File: src/rtl/regfile_write_arbiter.sv
// Sole owner of the register-file write port: zero-fills X0..X30 after reset,
// then round-robin arbitrates ALU (A) and load (B) writebacks with 1-cycle registered writes.
module regfile_write_arbiter #(
  parameter int DATA_WIDTH = 64,
  parameter int ADDR_WIDTH = 5,
  parameter int NUM_REGS   = 32,
  parameter int ZERO_REG   = 31
) (
  input  logic                  Clk,
  input  logic                  ResetL,
  input  logic                  ValidA,
  input  logic [ADDR_WIDTH-1:0] AddrA,
  input  logic [DATA_WIDTH-1:0] DataA,
  output logic                  ReadyA,
  input  logic                  ValidB,
  input  logic [ADDR_WIDTH-1:0] AddrB,
  input  logic [DATA_WIDTH-1:0] DataB,
  output logic                  ReadyB,
  output logic [ADDR_WIDTH-1:0] RW,
  output logic [DATA_WIDTH-1:0] BusW,
  output logic                  RegWr,
  output logic                  InitDone
);

  typedef enum logic {S_INIT, S_ARB} state_t;

  localparam logic [ADDR_WIDTH-1:0] LAST_INIT = ADDR_WIDTH'(NUM_REGS - 2);
  localparam logic [ADDR_WIDTH-1:0] ZERO_IDX  = ADDR_WIDTH'(ZERO_REG);

  state_t                state;
  logic [ADDR_WIDTH-1:0] init_cnt;
  logic                  favor_b;  // 1 when A was granted last

  assign InitDone = (state == S_ARB);

  always_comb begin
    ReadyA = 1'b0;
    ReadyB = 1'b0;
    if (state == S_ARB) begin
      ReadyA = ValidA && (!ValidB || !favor_b);
      ReadyB = ValidB && (!ValidA ||  favor_b);
    end
  end

  always_ff @(posedge Clk or negedge ResetL) begin
    if (!ResetL) begin
      state    <= S_INIT;
      init_cnt <= '0;
      favor_b  <= 1'b0;
      RW       <= '0;
      BusW     <= '0;
      RegWr    <= 1'b0;
    end else begin
      case (state)
        S_INIT: begin
          // Leave only after the X30 write has actually been presented on the port.
          if (RegWr && RW == LAST_INIT) begin
            state <= S_ARB;
            RegWr <= 1'b0;
          end else begin
            RW    <= init_cnt;
            BusW  <= '0;
            RegWr <= 1'b1;
            if (init_cnt != LAST_INIT) init_cnt <= init_cnt + ADDR_WIDTH'(1);
          end
        end
        S_ARB: begin
          // Pointer tracks the last granted requester, whether or not the other was contending.
          if (ReadyA) begin
            RW      <= AddrA;
            BusW    <= DataA;
            RegWr   <= (AddrA != ZERO_IDX);
            favor_b <= 1'b1;
          end else if (ReadyB) begin
            RW      <= AddrB;
            BusW    <= DataB;
            RegWr   <= (AddrB != ZERO_IDX);
            favor_b <= 1'b0;
          end else begin
            RegWr   <= 1'b0;
          end
        end
        default: state <= S_INIT;
      endcase
    end
  end

endmodule

File: config.mk
export PLATFORM = sky130hd
export DESIGN_NAME = regfile_write_arbiter
export DESIGN_NICKNAME = d
export VERILOG_FILES = /design/src/rtl/regfile_write_arbiter.sv
export SDC_FILE = /design/constraint.sdc
export NUM_CORES = 1
export LEC_CHECK = 0
export ABC_AREA = 1
export ABC_CLOCK_PERIOD_IN_PS = 1800
export CAP_MARGIN = 25
export CORE_ASPECT_RATIO = 0.8
export CORE_MARGIN = 1.5
export CORE_UTILIZATION = 41
export CTS_BUF_LIST = sky130_fd_sc_hd__clkbuf_4
export DETAILED_ROUTE_END_ITERATION = 7
export PLACE_DENSITY_LB_ADDON = 0.08
export SYNTH_ARGS = -nofsm -noshare
export SYNTH_HDL_FRONTEND = slang
export SYNTH_SLANG_ARGS = --single-unit
File: constraint.sdc
create_clock -name Clk -period 1.8 [get_ports Clk]
set_clock_uncertainty 0.2 [all_clocks]
set_input_delay 0.36 -clock Clk [delete_from_list [all_inputs] [get_ports Clk]]
set_output_delay 0.36 -clock Clk [all_outputs]
set_load 0.1 [all_outputs]
==> results.tsv <==
metric	value	unit
status	finished with violations	
violations	setup timing	
final_nets	976	
drt-pass1-iter-count	6	
portBuffers	214	
multiInputGateArea	2142	um2
critPathLaunchType	flip-flop	
path_max_fanout	4	
drc_errors	0	
gr-total-overflow	0	
grt_first_pass_wirelength	23840	um
cp.required	1.24	ns
yosys.area.top_type	dfrtp_1	
dieArea	10920	um2
syn_area	4224	um2
fin_ws	-0.1024	ns
yosys-top-cells-area	dfrtp_1, nand2_1, nand3_1	
synth_edf_count	0	
clk_latency	0.42	ns
vias	5058	
antenna_cells	0	
ant_nets	0	
ys.warnings.count	0	
cts_buffer_depth	2	
antenna_found_initial	0	
place_congestion	0.8230	
dpl.cell_count	935	
cts_made_buffers	9	
p_leak	4.034	nW
fp.dieH	93.79	um
grt_max_degree	41	
dpl.hpwl	11080	um
clk_pin_slew	0.14	ns
end_kind	output port	
cts-root-buf	clkbuf_4	
placed_area	7418	um2
synth_ff_type	dfrtp_1	
synth_cell_types	21	
grt_usage	27.96	%
drt_iter0_drc	394	
viasPerCell	5.198	
layoutNonFillerInstCount	973	
arrival	1.34	ns
start_util	43.06	%
grt_pass1_vias	4885	
finalHoldViolCount	0	
synth_nets	747	
synth_common_cells	nand2_1, nand3_1, dfrtp_1	
avgSynthCellArea	7.005	um2
ios	215	
synth_cells	603	
max_slew_margin	66.04	%
async_flop_share	100.0	%
total_power	6.756	mW
ff_latch_area	1948	um2
critical_path_class	flip-flop to output port	
max_freq	525.6	MHz
finalCoreUtilization	82.31	%
setup-violations-final	23	
yosysSeqAreaShare	45.62	%
die_w	116.5	um
ir_drop	492.5	uV
drv_slew	0	
worst_slew_pin_slew	0.5095	ns
layout-drive-gt1-share	20.55	%
finalSetupTns	-0.5975	ns
hold_path_class	input port to async pin	
area_delta_synth_final	91.14	%
cap_viol_max_count	0	
rsz0062_at_grt	true	
htreeDepth	3	
routed_wl	16650	um
min_period	1.902	ns
fillers	607	
p_per_area	836.7	nW/um2
coreArea	9809	um2
synth_top_cell_area_share	45.62	%
cts_tree	done	
fin_area	8074	um2
cts_sinks	77	
detail_route.wl_per_cell	17.11	um
yosysMostFrequentCell	nand2_1	
synth_seq_cells	77	
fin_crit_sh	105.7	%
rows	32	
## worst paths after layout
path                        startpoint           to  slack [ns]  cells after the start
max                           InitDone       ReadyA       -0.10                      5
min                             ResetL     BusW[35]        0.22                      2
max reg2reg                   InitDone     BusW[62]       -0.04                      9
min reg2reg                init_cnt[4]  init_cnt[4]        0.31                      2
max in group asynchronous       ResetL     InitDone        0.64                      3
min in group Clk           init_cnt[4]  init_cnt[4]        0.31                      2
## report_power, final
group / leakage [nW] / internal, mW / switching [mW] / total (mW)
clock network: 0.0837 / 0.600 / 0.647 / 1.25
registers: 0.913 / 1.92 / 0.227 / 2.15
logic: 3.04 / 1.32 / 2.04 / 3.36
## cell type report
cell class / count / area share [%]
multi-input cells: 467 / 26.53
flip-flops and latches: 77 / 24.13
clock buffers: 11 / 1.023
clock inverters: 5 / 1.038
repair buffers: 260 / 44.29
well taps: 136 / 2.108
inverters: 17 / 0.8833
## metal layers
metal  wire [um]  vias to the layer above  part of all wire [%]  GRT usage (%)
met4         429                        0                   2.6          9.858
met1        6433                     2373                    39          33.20
met2        8219                      263                    49          48.58
met3        1567                       39                   9.4          7.677
li1            -                     2383                     -              -
met5           0                        -                     0              0
## layout by cell type (no fill, tap or decap), drive strengths merged
cell type	n
a21oi	1
buf	110
bufinv	2
clkbuf	20
clkdlybuf4s50	138
clkinvlp	2
dfrtp	77
dlygate4sd2	2
dlygate4sd3	1
ha	2
inv	18
nand2	300
nand3	149
nand4	2
nor2	5
o21ai	4
or2	1
xnor2	2
xor2	1
## sequential cells by signal (all words and copies together) (netlist names)
signal / count
favor_b: 1
BusW: 64
RegWr: 1
InitDone: 1
RW: 5
init_cnt: 5
## stage by stage
stage               setup slack [ns]  hold WS [ns]
floorplan                    -0.1511       -0.1356
global placement             -0.2316        0.1510
detailed placement           -0.2911        0.1517
CTS                          -0.1354        0.2236
global route                 -0.1712        0.2262
finish                       -0.1024        0.2220
## timing repair
action                                  in CTS  in global routing
endpoints found under the hold margin       31                  0
gates cloned                                 0                 14
gates resized for setup                     15                 19
pin swaps                                   10                 19
hold buffers                                 1                  0
endpoints found under the setup margin       3                 77
setup buffers                                5                  4
## worst max-delay path, cell delays in order, from the launching register on
cell	delay, ns
dfrtp_4	0.54
nand2_2	0.07
inv_2	0.05
nand2_4	0.08
inv_8	0.04
buf_12	0.15
## kinds of logic after synthesis
group / synth area share (%)
buffers and inverters: 6.990
adders and majority gates: 0.5923
DFF: 45.62
xor gates and xnor gates: 0.6222
and+or+nand+nor: 45.59
AOI/OAI and AO/OA: 0.5923
Note: power is estimated with default switching activity, not from simulation.
